**config.mk**
```make
export PLATFORM = sky130hd
export DESIGN_NAME = wb_timeout_bridge
export DESIGN_NICKNAME = d
export VERILOG_FILES = /design/src/rtl/wb_timeout_bridge_pkg.sv /design/src/rtl/wb_timeout_counter.sv /design/src/rtl/wb_timeout_bridge.sv
export SDC_FILE = /design/constraint.sdc
export NUM_CORES = 1
export LEC_CHECK = 0
export CORE_ASPECT_RATIO = 0.6
export CORE_UTILIZATION = 30
export DETAILED_ROUTE_END_ITERATION = 7
export SYNTH_ARGS = -nofsm -noshare
export SYNTH_HDL_FRONTEND = slang
export SYNTH_SLANG_ARGS = --single-unit
```
**constraint.sdc**
```tcl
create_clock -name wb_clk_i -period 2 [get_ports wb_clk_i]
set_clock_uncertainty 0.15 [all_clocks]
set_input_delay 0.2 -clock wb_clk_i [delete_from_list [all_inputs] [get_ports wb_clk_i]]
set_output_delay 0.2 -clock wb_clk_i [all_outputs]
set_load 0.02 [all_outputs]
```
**src/rtl/wb_timeout_bridge_pkg.sv**
```systemverilog
// Shared types and constants for the Wishbone timeout bridge.
package wb_timeout_bridge_pkg;

   typedef enum logic [1:0] {
      ST_IDLE = 2'd0,
      ST_REQ  = 2'd1,
      ST_RESP = 2'd2
   } state_e;

   localparam logic [31:0] ERR_DATA_DEFAULT = 32'hDEADBEEF;

   // Bits needed to count 0 .. cycles-1, never less than one bit.
   function automatic int cnt_width(input int cycles);
      return (cycles <= 2) ? 1 : $clog2(cycles);
   endfunction

endpackage

```
**src/rtl/wb_timeout_counter.sv**
```systemverilog
// Wait-cycle counter for the bridge: counts REQ cycles from 0 and flags
// the last cycle allowed before the access is declared timed out.
module wb_timeout_counter
   import wb_timeout_bridge_pkg::*;
#(
   parameter int TIMEOUT_CYCLES = 255
) (
   input  logic wb_clk_i,
   input  logic wb_rst_i,
   input  logic clr_i,
   input  logic en_i,
   output logic tc_o
);

   localparam int              CNT_W  = cnt_width(TIMEOUT_CYCLES);
   localparam logic [CNT_W-1:0] TC_VAL = CNT_W'(TIMEOUT_CYCLES - 1);

   logic [CNT_W-1:0] cnt_q;
   logic [CNT_W-1:0] cnt_d;

   assign tc_o = (cnt_q == TC_VAL);

   // Next count: clear wins, then advance, holding once terminal is reached.
   always_comb begin
      cnt_d = cnt_q;
      if (clr_i) begin
         cnt_d = '0;
      end else if (en_i && !tc_o) begin
         cnt_d = cnt_q + CNT_W'(1);
      end
   end

   // Count register.
   always_ff @(posedge wb_clk_i) begin
      if (wb_rst_i) begin
         cnt_q <= '0;
      end else begin
         cnt_q <= cnt_d;
      end
   end

endmodule

```
**src/rtl/wb_timeout_bridge.sv**
```systemverilog
// Wishbone classic bridge that forwards one upstream access to the
// peripheral mux and answers upstream with ERR_DATA if the peripheral
// does not ack within TIMEOUT_CYCLES.
// Build option: define WB_BRIDGE_STATS_EN to keep the timeout counter
// (timeout_cnt) and the last timed-out address (last_err_adr); otherwise
// both outputs are tied to 0.
//
//   state   | meaning
//   --------+-------------------------------------------------------
//   ST_IDLE | no access in flight, waiting for cyc&stb
//   ST_REQ  | downstream request driven, waiting for ack or timeout
//   ST_RESP | one-cycle upstream ack with read data / ERR_DATA
module wb_timeout_bridge
   import wb_timeout_bridge_pkg::*;
#(
   parameter int          TIMEOUT_CYCLES = 255,
   parameter logic [31:0] ERR_DATA       = ERR_DATA_DEFAULT
) (
   input  logic        wb_clk_i,
   input  logic        wb_rst_i,
   input  logic        wbs_cyc_i,
   input  logic        wbs_stb_i,
   input  logic        wbs_we_i,
   input  logic [3:0]  wbs_sel_i,
   input  logic [31:0] wbs_adr_i,
   input  logic [31:0] wbs_dat_i,
   output logic        wbs_ack_o,
   output logic [31:0] wbs_dat_o,
   output logic        m_cyc_o,
   output logic        m_stb_o,
   output logic        m_we_o,
   output logic [3:0]  m_sel_o,
   output logic [31:0] m_adr_o,
   output logic [31:0] m_dat_o,
   input  logic        m_ack_i,
   input  logic [31:0] m_dat_i,
   output logic        timeout_irq,
   output logic [7:0]  timeout_cnt,
   output logic [31:0] last_err_adr
);

   state_e      state_q, state_d;
   logic        m_cyc_q, m_cyc_d;
   logic        we_q, we_d;
   logic [3:0]  sel_q, sel_d;
   logic [31:0] adr_q, adr_d;
   logic [31:0] wdat_q, wdat_d;
   logic [31:0] rdat_q, rdat_d;
   logic        ack_q, ack_d;
   logic        irq_q, irq_d;

   logic        wait_tc;
   logic        timeout_evt;

   wb_timeout_counter #(
      .TIMEOUT_CYCLES (TIMEOUT_CYCLES)
   ) u_wait_cnt (
      .wb_clk_i (wb_clk_i),
      .wb_rst_i (wb_rst_i),
      .clr_i    (state_q != ST_REQ),
      .en_i     (state_q == ST_REQ),
      .tc_o     (wait_tc)
   );

   // An upstream abort or a same-cycle ack both pre-empt the timeout.
   assign timeout_evt = (state_q == ST_REQ) && wbs_cyc_i && !m_ack_i && wait_tc;

   // Next-state and next-output logic for the bridge FSM.
   always_comb begin
      state_d = state_q;
      m_cyc_d = m_cyc_q;
      we_d    = we_q;
      sel_d   = sel_q;
      adr_d   = adr_q;
      wdat_d  = wdat_q;
      rdat_d  = rdat_q;
      ack_d   = 1'b0;
      irq_d   = 1'b0;
      case (state_q)
         ST_IDLE: begin
            if (wbs_cyc_i && wbs_stb_i) begin
               we_d    = wbs_we_i;
               sel_d   = wbs_sel_i;
               adr_d   = wbs_adr_i;
               wdat_d  = wbs_dat_i;
               m_cyc_d = 1'b1;
               state_d = ST_REQ;
            end
         end
         ST_REQ: begin
            if (!wbs_cyc_i) begin
               m_cyc_d = 1'b0;
               state_d = ST_IDLE;
            end else if (m_ack_i) begin
               // Writes leave the read-data register untouched.
               if (!we_q) begin
                  rdat_d = m_dat_i;
               end
               m_cyc_d = 1'b0;
               ack_d   = 1'b1;
               state_d = ST_RESP;
            end else if (timeout_evt) begin
               // ERR_DATA is returned for reads and writes alike so software
               // reading the data bus always sees the error signature.
               rdat_d  = ERR_DATA;
               m_cyc_d = 1'b0;
               ack_d   = 1'b1;
               irq_d   = 1'b1;
               state_d = ST_RESP;
            end
         end
         ST_RESP: begin
            state_d = ST_IDLE;
         end
         default: begin
            m_cyc_d = 1'b0;
            state_d = ST_IDLE;
         end
      endcase
   end

   // FSM state and registered outputs.
   always_ff @(posedge wb_clk_i) begin
      if (wb_rst_i) begin
         state_q <= ST_IDLE;
         m_cyc_q <= 1'b0;
         we_q    <= 1'b0;
         sel_q   <= '0;
         adr_q   <= '0;
         wdat_q  <= '0;
         rdat_q  <= '0;
         ack_q   <= 1'b0;
         irq_q   <= 1'b0;
      end else begin
         state_q <= state_d;
         m_cyc_q <= m_cyc_d;
         we_q    <= we_d;
         sel_q   <= sel_d;
         adr_q   <= adr_d;
         wdat_q  <= wdat_d;
         rdat_q  <= rdat_d;
         ack_q   <= ack_d;
         irq_q   <= irq_d;
      end
   end

   assign m_cyc_o     = m_cyc_q;
   assign m_stb_o     = m_cyc_q;
   assign m_we_o      = we_q;
   assign m_sel_o     = sel_q;
   assign m_adr_o     = adr_q;
   assign m_dat_o     = wdat_q;
   assign wbs_ack_o   = ack_q;
   assign wbs_dat_o   = rdat_q;
   assign timeout_irq = irq_q;

`ifdef WB_BRIDGE_STATS_EN
   logic [7:0]  timeout_cnt_q, timeout_cnt_d;
   logic [31:0] last_err_adr_q, last_err_adr_d;

   // Saturating timeout count and address capture on each timeout.
   always_comb begin
      timeout_cnt_d  = timeout_cnt_q;
      last_err_adr_d = last_err_adr_q;
      if (timeout_evt) begin
         last_err_adr_d = adr_q;
         if (timeout_cnt_q != 8'hFF) begin
            timeout_cnt_d = timeout_cnt_q + 8'd1;
         end
      end
   end

   // Statistics registers.
   always_ff @(posedge wb_clk_i) begin
      if (wb_rst_i) begin
         timeout_cnt_q  <= '0;
         last_err_adr_q <= '0;
      end else begin
         timeout_cnt_q  <= timeout_cnt_d;
         last_err_adr_q <= last_err_adr_d;
      end
   end

   assign timeout_cnt  = timeout_cnt_q;
   assign last_err_adr = last_err_adr_q;
`else
   assign timeout_cnt  = 8'd0;
   assign last_err_adr = 32'd0;
`endif

endmodule
```
# Yosys cells after proc, flatten, opt, wreduce, memory -nomap -nowiden

Index checks and enable logic that the tools add are counted.

Register bits: 114
Output and inout bits: 145
Word-level logic and storage cells: 52

$add $sub $neg: 1
Equal/unequal tests: 7
Muxes and demuxes: 15
Bitwise operators: 3
Reduce and logical (&&, ||, !) cells: 16

Operators with widths:

| kind                                                                    | count |
|---|---|
| 32-bit 2-to-1 mux                                                       | 3 |
| 8-bit by 1-bit adder with 8-bit output, second input constant           | 1 |
| 8-bit equality test, second input constant                              | 1 |
| 2-bit 2-to-1 mux                                                        | 4 |
| 1-bit 2-to-1 mux                                                        | 6 |
| 1-bit logical AND                                                       | 5 |
| 2-bit inequality test, second input constant                            | 2 |
| 4-bit inequality test, second input constant                            | 1 |
| 2-bit one-hot mux with 2 select lines                                   | 1 |
| 2-bit AND reduction                                                     | 2 |
| 4-bit AND reduction                                                     | 1 |
| 4-bit OR reduction                                                      | 1 |
| 1-bit NOT                                                               | 3 |
| 1-bit one-hot mux with 3 select lines                                   | 1 |
| 3-bit AND reduction                                                     | 1 |
| 3-bit OR reduction                                                      | 1 |
| 2-bit by 1-bit equality test with 1-bit output, second input constant   | 1 |
| 2-bit equality test, second input constant                              | 1 |
| 1-bit zero test                                                         | 2 |
| 2-bit zero test                                                         | 1 |
| 2-bit by 1-bit inequality test with 1-bit output, second input constant | 1 |
| 2-bit nonzero test                                                      | 1 |
| 2-bit OR reduction                                                      | 1 |

# Logic depth before layout (Yosys ltp)

Gate-level depths: netlist (run 1).

Depth in word-level cells: 8
Gate-level depth with buffers: 7
Depth with buffers taken out: 5

# Hierarchy

A second synthesis (run 1) with hierarchy kept.

Cells, all modules: 559
Area total of the unflattened synthesis: 4,973.5 um^2

Modules (own cells, without submodules):

| module             | times used | cells an instance | area an instance (um^2) | seq. area each (um^2) |
|---|---|---|---|---|
| wb_timeout_bridge  | 1          | 509               | 4,541.9                 | 2,122.0 |
| wb_timeout_counter | 1          | 50                | 431.7                   | 160.2 |

# Worst setup path after synthesis (run 1)

OpenSTA, ideal clock, no wires.

Path type: reg2reg
Start: register u_wait_cnt.cnt_q[0]
End: register u_wait_cnt.cnt_q[6]
Setup time: 0.070 ns
Arrival time: 1.569 ns
Data required time: 1.780 ns
Slack: 0.210 ns
Stages on the path, launching flop included: 7
Clock period less this slack: 1.790 ns
Cell sequence: dfxtp_1 > inv_1 > ha_1 > and4_1 > buf_6 > or4_1 > a21oi_1

Cells in the longest elaborated chain, start to end: 3

Ends and longest elaborated chain:

| item                                                                           | RTL line                 | source |
|---|---|---|
| start: declaration                                                             | wb_timeout_counter.sv:18 | `logic [CNT_W-1:0] cnt_q;` |
| start signal: assignment                                                       | wb_timeout_counter.sv:38 | `cnt_q <= cnt_d;` |
| branches (longest 3 deep; another with 8-bit by 1-bit adder with 8-bit output) | -                        |  |

Several ways; the timed one is not identified.
A chain may end at the register's enable or synchronous reset.

# Worst setup path in the final report (run 1)

Ends and elaborated chain as after synthesis.

==> impl_results.md, run 1 <==
* DR DRC count at 0
* Port Buf Inserts at 210
* Die X-Extent at about 160 µm
* Area grow syn2layout at 60.9%
* Startpoint Class: register
* H-tree depth at 4
* # hold bufs at CTS at 0
* Clock transition at path regs at around 0.06 ns
* Die Area at 0.0162 mm²
* Number of global-route vias before repair at 4,265
* Worst reg2reg path endpoint: u_wait_cnt.cnt_q[6]
* CTS sink count at 114
* Status: finished, final reports clean
* Core Util, Final at roughly 50%
* Final setup vio count at 0
* Inserted Clock Buffers at 17
* CP Max Fanout at 7
* FF-to-FF setup slack at 0.17 ns
* Post CTS Setup Buffer Count at 0
* Static Leak at 2.73 nW
* Routed WL at 14,800 µm
* ANT cells at 0
* HP Start: wb_rst_i
* Vias post-DR at 4,661
* DP HPWL at around 10,000 µm
* Hold EP: m_dat_o[16]
* YS warnings at 0
* VDD IR max at 0.418 mV
* Worst Reg-to-Reg Cells at 5
* Gr usage total at 17.8%
* Hold Path Stages at 2
* Area occupied by multi-input gates at ~0.002 mm²
* Clock Tree Buf Depth at 2
* Share of layout cells above drive strength 1 at 6.98%
* CP Capture Type: register
* Setup TNS at 0 ns
* Synth Instances at 574
* Endpoints failing hold at 0
* Sequential area share after synthesis at approximately 49%
* GP Congestion at 0.779
* Row count at 34
* Initial DRC count at 384
* Fillers at 1,392
* PD cells at 862 mW/mm²
* Root Driver: clkbuf_16
* Mapped Avg Cell Area at approximately 8 µm²
* Tcrit/Tclk final at between 90% and 100%
* Critical path arrival at 2.01 ns
* Starting density of the core at 31.5%
* Largest net degree at the start of global routing at 67
* Post-synth EDFFs at 0
* Initial antenna violation count at 0
* Post-CTS Resized at 0
* Synthesized area at between 0.004 and 0.005 mm²
* Fmax at 545 MHz
* Final #Nets at 883
* DIE HEIGHT at 98.9 µm
* Crit Path Class: reg -> reg
* Hold Crit Class: in -> reg
* FF-to-FF Start: u_wait_cnt.cnt_q[0]
* Most common flop cell mapped by yosys: dfxtp_1
* Post-synth ARST share at 0%
* Max-cap viol count at 0
* Final Max Tran Viols at 0
* Unrepaired setup endpoints after global routing: no
* Synth unique cells at 35
* Vias per cell at 4.73
* Gr ovfl total at 0
* Clk_lat worst skew at 0.40 ns
* First-pass GRT wire length at 22,800 µm
* CP required at 2.17 ns
* ANT nets after route at 0
* Mean routed wirelength per cell at 15.0 µm
* Top Ports at 251
* First-pass DRT Iterations at 5
* Synthesized flop and latch total at 114
* Combined flip-flop and latch cell area at ~0.0023 mm²
* CTS tree: yes
* Post-layout minimum cycle time at 1.83 ns
* Core area at ~0.015 mm²
==> registers in the layout, indices dropped and copies added (netlist names) <==
signal and cells:
timeout_irq 1, m_adr_o 32, state_q 2, m_dat_o 32, wbs_ack_o 1, wbs_dat_o 32
m_sel_o 4, u_wait_cnt.cnt_q 8, m_cyc_o 1, m_we_o 1
==> placed cells by master (no fill, tap or decap), types with 2 or more instances in the layout <==
master,instances
o21ai_0,4
clkbuf_8,2
a211oi_1,26
bufinv_16,4
nor2_1,2
clkinvlp_4,3
a21oi_1,98
and4_1,2
nor3_1,27
ha_1,2
o311ai_0,14
clkinv_4,2
clkinv_2,2
buf_12,5
buf_4,16
and3_1,3
nand2_1,151
conb_1,40
o41ai_1,2
dfxtp_1,114
nor2b_1,9
nor3b_1,2
clkdlybuf4s50_1,209
inv_1,10
a31oi_1,3
nand4_1,2
o311ai_1,4
clkbuf_16,17
==> logic make-up after synthesis <==
family / share of synthesized area [%]
buffers and inverters: 11.8
other: 0.0799
adders and majority gates: 0.533
and+or+nand+nor: 19.5
AOI/OAI and AO/OA: 19.5
DFF: 48.6
==> where the power goes <==
group	internal, mW	switching, mW	total [mW]
registers	2.36	0.0450	2.40
clock network	2.16	1.10	3.25
logic	0.415	0.441	0.856
total	4.93	1.58	6.51
==> worst max-delay path: stages (launching register included) <==
cell and delay [ns]:
dfxtp_1 0.32, inv_1 0.06, ha_1 0.22, and4_1 0.32
or4_1 0.54, a21oi_1 0.16
==> synth_stat cells (all sizes together) (3+ instances only) <==
library cell,n,share of area (%)
a211oi,26,4.2
a21oi,98,10
a31oi,3,0.40
and3,3,0.40
buf,64,9.1
clkbuf,23,1.8
dfxtp,114,49
inv,10,0.80
nand2,151,12
nand4,3,0.72
nor2b,9,1.2
nor3,27,2.9
o21ai,4,0.43
o311ai,18,3.4
==> area by class of cell <==
cell class | count | area share (%)
Tap cell | 198 | 3.28
Sequential cell | 114 | 30.2
Inverter | 10 | 0.497
Multi-Input combinational cell | 402 | 27.0
Timing Repair Buffer | 230 | 30.6
Clock inverter | 12 | 2.37
Clock buffer | 20 | 6.05
==> worst max path at each step <==
stage	start	to	slack [ns]
after global routing	u_wait_cnt.cnt_q[0]	u_wait_cnt.cnt_q[6]	0.05
after floorplan	u_wait_cnt.cnt_q[0]	u_wait_cnt.cnt_q[6]	0.21
after detailed placement	wbs_stb_i	m_dat_o[14]	0.01
after global placement	wbs_stb_i	m_adr_o[30]	0.05
final	u_wait_cnt.cnt_q[0]	u_wait_cnt.cnt_q[6]	0.17
after CTS	u_wait_cnt.cnt_q[0]	u_wait_cnt.cnt_q[6]	0.15
==> per-stage QoR <==
| stage | total power [mW] | worst slack (ns) | hold WS [ns] | cells | instance area [µm²] |
|---|---|---|---|---|---|
| finish | 6.51 | 0.167 | 0.0926 | 986 | 7550 |
| global route | 6.77 | 0.0506 | 0.0800 | 986 | 7550 |
| CTS | 6.60 | 0.149 | 0.0599 | 986 | 7550 |
| detailed placement | 3.31 | 0.0117 | 0.297 | 954 | 6920 |
| global placement | 3.30 | 0.0533 | 0.292 | 954 | 6920 |
| floorplan | 2.90 | 0.210 | 0.186 | 613 | 4840 |
==> per-layer routing <==
metal  up-vias  part of all wire, %  track usage (%)  wire, µm
met1      2193                   49             25.5      7250
met3         7                  7.5             5.51      1110
met2       166                   43             25.8      6380
li1       2295                    -                -         -
met5         -                    0                0         0
met4         0                 0.50             4.20        74
(Power assumes the default switching activity.)
==> inputs of run 2 (changes only) <==
--- a/config.mk
+++ b/config.mk
@@ -6,8 +6,10 @@
 export NUM_CORES = 1
 export LEC_CHECK = 0
 export CORE_ASPECT_RATIO = 0.6
-export CORE_UTILIZATION = 30
+export CORE_MARGIN = 3
+export CORE_UTILIZATION = 39
 export DETAILED_ROUTE_END_ITERATION = 7
+export PLACE_DENSITY = 0.8
 export SYNTH_ARGS = -nofsm -noshare
 export SYNTH_HDL_FRONTEND = slang
 export SYNTH_SLANG_ARGS = --single-unit
==> run 2 against run 1 <==
Net effect:
- design area shrank 1.0%
- hold slack got worse by 0.037 ns
- register-to-register slack worse by 0.04 ns
- fmax down 2.2%
- critical path depth is 1 lower
- non-clock buffer count is 3 lower
- via count is 2.4% higher
- sequential share of layout area rose by 0.32 points
- total power fell by 3.3%
- sequential cell count stayed put
- wire length shrank 0.72%
- sequential power hardly changed
- critical path type unchanged
- largest cell class unchanged
==> impl_results.md, run 2 (synthesis gave the netlist of run 1 again) <==
* Status: finished, final reports clean
* Die X-Extent at 148 µm
* GP Congestion at 0.847
* Starting density of the core at roughly two fifths
* Slowest-stage cell, CP: dfxtp_1
* Post CTS Setup Buffer Count at 0
* Root Driver: clkbuf_16
* Crit path largest cell delay at 0.42 ns
* Vias per cell at 5.05
* ANT nets after route at 0
* Port Buf Inserts at between 200 and 250
* Top cell family by delay on the critical path: simple AND/OR/NAND/NOR gates
* Clock transition at path regs at 0.05 ns
* Hold EP: m_dat_o[11]
* Hold Path Stages at 2
* Final #Nets at 881
* VDD IR max at 0.577 mV
* Final Max Tran Viols at 0
* Cell breakdown of the critical path: ha_1 -> and4_2 -> nand4_4 -> a211oi_1
* Post-layout minimum cycle time at 1.88 ns
* DR DRC count at 0
* HP Start: wb_rst_i
* FF-to-FF setup slack at 0.12 ns
* Routed WL at 14,700 µm
* Placed Cells incl. Taps at 913
* Endpoints failing hold at 0
* Mean routed wirelength per cell at 15.6 µm
* Initial antenna violation count at 0
* H-tree depth at 4
* Final setup vio count at 0
* Critical path arrival at between 2 and 2.5 ns
* Inserted Clock Buffers at 17
* Max-cap viol count at 0
* Largest net degree at the start of global routing at 71
* Hold slack final at 0.0554 ns
* Initial DRC count at 339
* DP HPWL at 10,500 µm
* Die Area at 0.0134 mm²
* CP required at roughly 2.1 ns
* Static Leak at 2.71 nW
* Fmax at approximately 530 MHz
* Buf/Inv on CP at 0
* Worst Reg-to-Reg Cells at 4
* Core area at 0.0115 mm²
* Gr ovfl total at 0
* CTS tree: yes
* Unrepaired setup endpoints after global routing: no
* Setup TNS at 0 ns
* CTS sink count at 114
* Hold Crit Class: in -> reg
* Area grow syn2layout at 59.2%
* PD cells at approximately 840 mW/mm²
* Row count at 30
* Clk_lat worst skew at 0.39 ns
* ANT cells at 0
* Number of global-route vias before repair at 4,337
* CP Capture Type: register
* First-pass GRT wire length at 22,400 µm
* Gr usage total at between 20% and 30%
* DIE HEIGHT at 91.0 µm
* Worst reg2reg path endpoint: wbs_dat_o[25]
* Placed cell area at 0.00685 mm²
* CP Max Fanout at 12
* Startpoint Class: register
* Share of layout cells above drive strength 1 at 6.88%
* Most frequent cells in the layout: clkdlybuf4s50_1 (209), nand2_1 (151), dfxtp_1 (114)
* Crit Path Class: reg -> reg
* Clock Tree Buf Depth at 2
* Worst-Margin Slew at 0.633 ns
* Tcrit/Tclk final at a little over nine tenths
* Non-Filler Instances at roughly 950
* Fin area at 0.00747 mm²
* Worst slew margin at 57.8%
* First-pass DRT Iterations at 4
* Top Ports at 251
* Commonest non-fill, non-tap cell in the layout: clkdlybuf4s50_1
* Vias post-DR at 4,773
* FF-to-FF Start: u_wait_cnt.cnt_q[1]
## run 2: cell count changes in the layout (fill, tap and decap cells not counted)
cell       change
and4_1         -1
clkinv_4       -2
inv_6          -1
bufinv_16      -1
nand4_4        +1
and4_2         +1
and3b_1        -1
clkbuf_8       +1
and3b_2        +1
buf_4          -3
clkinv_2       +2
## run 2: per-stage QoR
step                      total power, mW  worst slack, ns  utilization [%]
final                                6.30            0.124             64.9
after global routing                 6.52          0.00931             64.9
after CTS                            6.36          0.00407             64.6
after detailed placement             3.31          -0.0561             59.4
after global placement               3.29           0.0661             59.4
after floorplan                      2.90            0.210                -
## run 2: layer usage
metal	GRT usage (%)	wire (µm)	part of all wire [%]
met5	0	0	0
met1	26.1	6320	43
met4	5.43	117	0.80
met3	6.38	1340	9.1
met2	33.4	6930	47
## run 2: worst max-delay path by stage
stage,start,end,slack [ns],depth (start not counted)
after global placement,wbs_cyc_i,wbs_dat_o[11],0.07,4
final,u_wait_cnt.cnt_q[1],wbs_dat_o[25],0.12,4
after CTS,u_wait_cnt.cnt_q[1],wbs_dat_o[25],0.004,4
after floorplan,u_wait_cnt.cnt_q[0],u_wait_cnt.cnt_q[6],0.21,6
after detailed placement,wbs_cyc_i,wbs_dat_o[25],-0.06,4
after global routing,u_wait_cnt.cnt_q[1],wbs_dat_o[6],0.009,4
## run 2: worst reg2reg max path: cells and delay by family (launching register included)
kind                       cells  cell delay, ns
and+or+nand+nor                2            0.67
DFF                            1            0.42
AOI/OAI and AO/OA              1            0.33
adders and majority gates      1            0.21
## run 2: final cells by class
cell class                 instances  area (µm²)
clock buffer                      21         470
clock inverter                    10         133
fill                             969        4050
inverter                          10        37.5
multi-input combinational        403        2060
sequential                       114        2280
tap                              160         200
timing repair buffer             227        2290
## run 2: where the power goes
group / internal (mW) / switching [mW]
clock network: 2.04 / 0.991
registers: 2.36 / 0.0475
logic: 0.417 / 0.441
total: 4.82 / 1.48
## run 2: timing repair
action	CTS	global route
hold buffers	0	0
resized for setup	0	3
endpoints found under the setup margin	0	24
==> inputs of run 3 (changes only) <==
--- a/config.mk
+++ b/config.mk
@@ -9,6 +9,7 @@
 export CORE_MARGIN = 3
 export CORE_UTILIZATION = 39
 export DETAILED_ROUTE_END_ITERATION = 7
+export MAX_ROUTING_LAYER = met4
 export PLACE_DENSITY = 0.8
 export SYNTH_ARGS = -nofsm -noshare
 export SYNTH_HDL_FRONTEND = slang
==> run 3 against run 2 <==
Net effect:
- register-to-register slack about the same
- final cell count unchanged
- sequential cell count unchanged
- fmax about the same
- global-route usage increased by 0.63 points
- die area unchanged
- hold slack got worse by 0.0043 ns
- critical path type unchanged
==> impl_results.md, run 3 (synthesis gave the netlist of run 1 again) <==
* CP required at 2.14 ns
* PD cells at 844 mW/mm²
* Tot Pwr at around 6.3 mW
* Sw Share at 23.6%
* Tcrit/Tclk final at 93.8%
* Combined flip-flop and latch cell area at 0.00228 mm²
* Vias per cell at 5.04
* Status: finished, final reports clean
* Final setup vio count at 0
* Area occupied by multi-input gates at 0.00206 mm²
* Clock transition at path regs at approximately 0.05 ns
* First-pass DRT Iterations at 6
* Endpoints failing hold at 0
* Slowest-stage cell, CP: dfxtp_1
* Routed WL at ~15,000 µm
* ANT nets after route at 0
* Commonest non-fill, non-tap cell in the layout: clkdlybuf4s50_1
* Root Driver: clkbuf_16
* Static Leak at approximately 2.7 nW
* Startpoint Class: register
* H-tree depth at 4
* CTS tree: yes
* Non-Filler Instances at 945
* Initial antenna violation count at 0
* Seq pwr share at approximately two fifths
* Row count at 30
* Fillers at 969
* Cell internal pwr at 4.82 mW
* Number of global-route vias before repair at 4,341
* Worst-Margin Slew at 0.634 ns
* Core Util, Final at 64.9%
* CTS sink count at 114
* Max-cap viol count at 0
* Fmax at 533 MHz
* Post-layout minimum cycle time at 1.88 ns
* Share of layout cells above drive strength 1 at 6.88%
* Cell breakdown of the critical path: ha_1 -> and4_2 -> nand4_4 -> a211oi_1
* Hold Crit Class: in -> reg
* Area grow syn2layout at 59.2%
* First-pass GRT wire length at 22,400 µm
* Hold slack final at around 0.051 ns
* Die X-Extent at between 100 and 150 µm
* CP Capture Type: register
* Largest net degree at the start of global routing at 71
* Die Area at 0.0134 mm²
* Unrepaired setup endpoints after global routing: no
* Final #Nets at 881
* DP HPWL at ~10,000 µm
* Worst slew margin at about 58%
* Post CTS Setup Buffer Count at 0
* Most frequent cells in the layout: clkdlybuf4s50_1 (209), nand2_1 (151), dfxtp_1 (114)
* Logic pwr share at 13.6%
* Setup TNS at 0 ns
* VDD IR max at 0.582 mV
* Mean routed wirelength per cell at around 16 µm
* Clk_lat worst skew at about 0.39 ns
* DR DRC count at 0
* Crit path largest cell delay at 0.42 ns
* Top Ports at 251
* Clock Tree Buf Depth at 2
* Inserted Clock Buffers at 17
* CP Max Fanout at 12
* Initial DRC count at ~360
* Net Sw Power at 1.49 mW
* Port Buf Inserts at 210
* DIE HEIGHT at 91.0 µm
* Gr ovfl total at 0
* ANT cells at 0
* Crit Path Class: reg -> reg
* Final Max Tran Viols at 0
* Gr usage total at 21.0%
* Core area at between 0.01 and 0.015 mm²
* Vias post-DR at 4,763
* Starting density of the core at between 40% and 50%
* Clock Power Share at between 40% and 50%
* Placed Cells incl. Taps at 913
* Critical path arrival at 2.02 ns
* GP Congestion at approximately 0.86
-- run 3: cell counts in the layout (fill, tap and decap cells not counted) --
Identical to the previous run, type by type.
-- run 3: timing repair --
| action | in CTS | in global routing |
|---|---|---|
| hold buffers | 0 | 0 |
| resized for setup | 0 | 3 |
| endpoints found under the setup margin | 0 | 24 |
-- run 3: layout make-up --
cell class	count	share of cell area, %
tap	160	2.68
timing repair buffer	227	30.6
clock buffer	21	6.29
inverter	10	0.502
clock inverter	10	1.77
sequential	114	30.5
multi-input combinational	403	27.6
-- run 3: path summary, 6_finish.rpt --
path | from | slack (ns) | endpoint | cells past startpoint
worst min register to register | m_dat_o[7] | 0.30 | m_dat_o[7] | 2
worst min-delay path | wb_rst_i | 0.05 | m_dat_o[11] | 2
worst max-delay path | u_wait_cnt.cnt_q[1] | 0.12 | wbs_dat_o[25] | 4
worst max register to register | u_wait_cnt.cnt_q[1] | 0.12 | wbs_dat_o[25] | 4
-- run 3: power by group through the flow --
| stage | clock, mW | sequential (mW) | combinational [mW] |
|---|---|---|---|
| after CTS | 3.09 | 2.41 | 0.857 |
| final | 3.04 | 2.41 | 0.858 |
| after global placement | 0 | 2.45 | 0.841 |
| after detailed placement | 0 | 2.45 | 0.853 |
| after global routing | 3.19 | 2.42 | 0.916 |
| after floorplan | 0 | 2.55 | 0.348 |
-- run 3: worst max-delay path: cells and delay by family (launching register included) --
family                     cells  cell delay (ns)
AOI/OAI and AO/OA              1             0.32
adders and majority gates      1             0.21
DFF                            1             0.42
and+or+nand+nor                2             0.67
-- run 3: metal layers --
layer	global-route usage, %	share of wire, %	wire length, µm	vias to the layer above
met2	33.4	47	6940	203
met3	5.54	8.4	1230	18
met5	-	0	0	-
met1	26.9	44	6410	2248
li1	-	-	-	2294
met4	5.43	0.92	136	0
-- run 3: stage by stage --
stage / area (µm²) / setup WS [ns]
CTS: 7450 / 0.00407
floorplan: 4840 / 0.210
global placement: 6850 / 0.0661
detailed placement: 6850 / -0.0561
finish: 7470 / 0.124
global route: 7470 / 0.00948
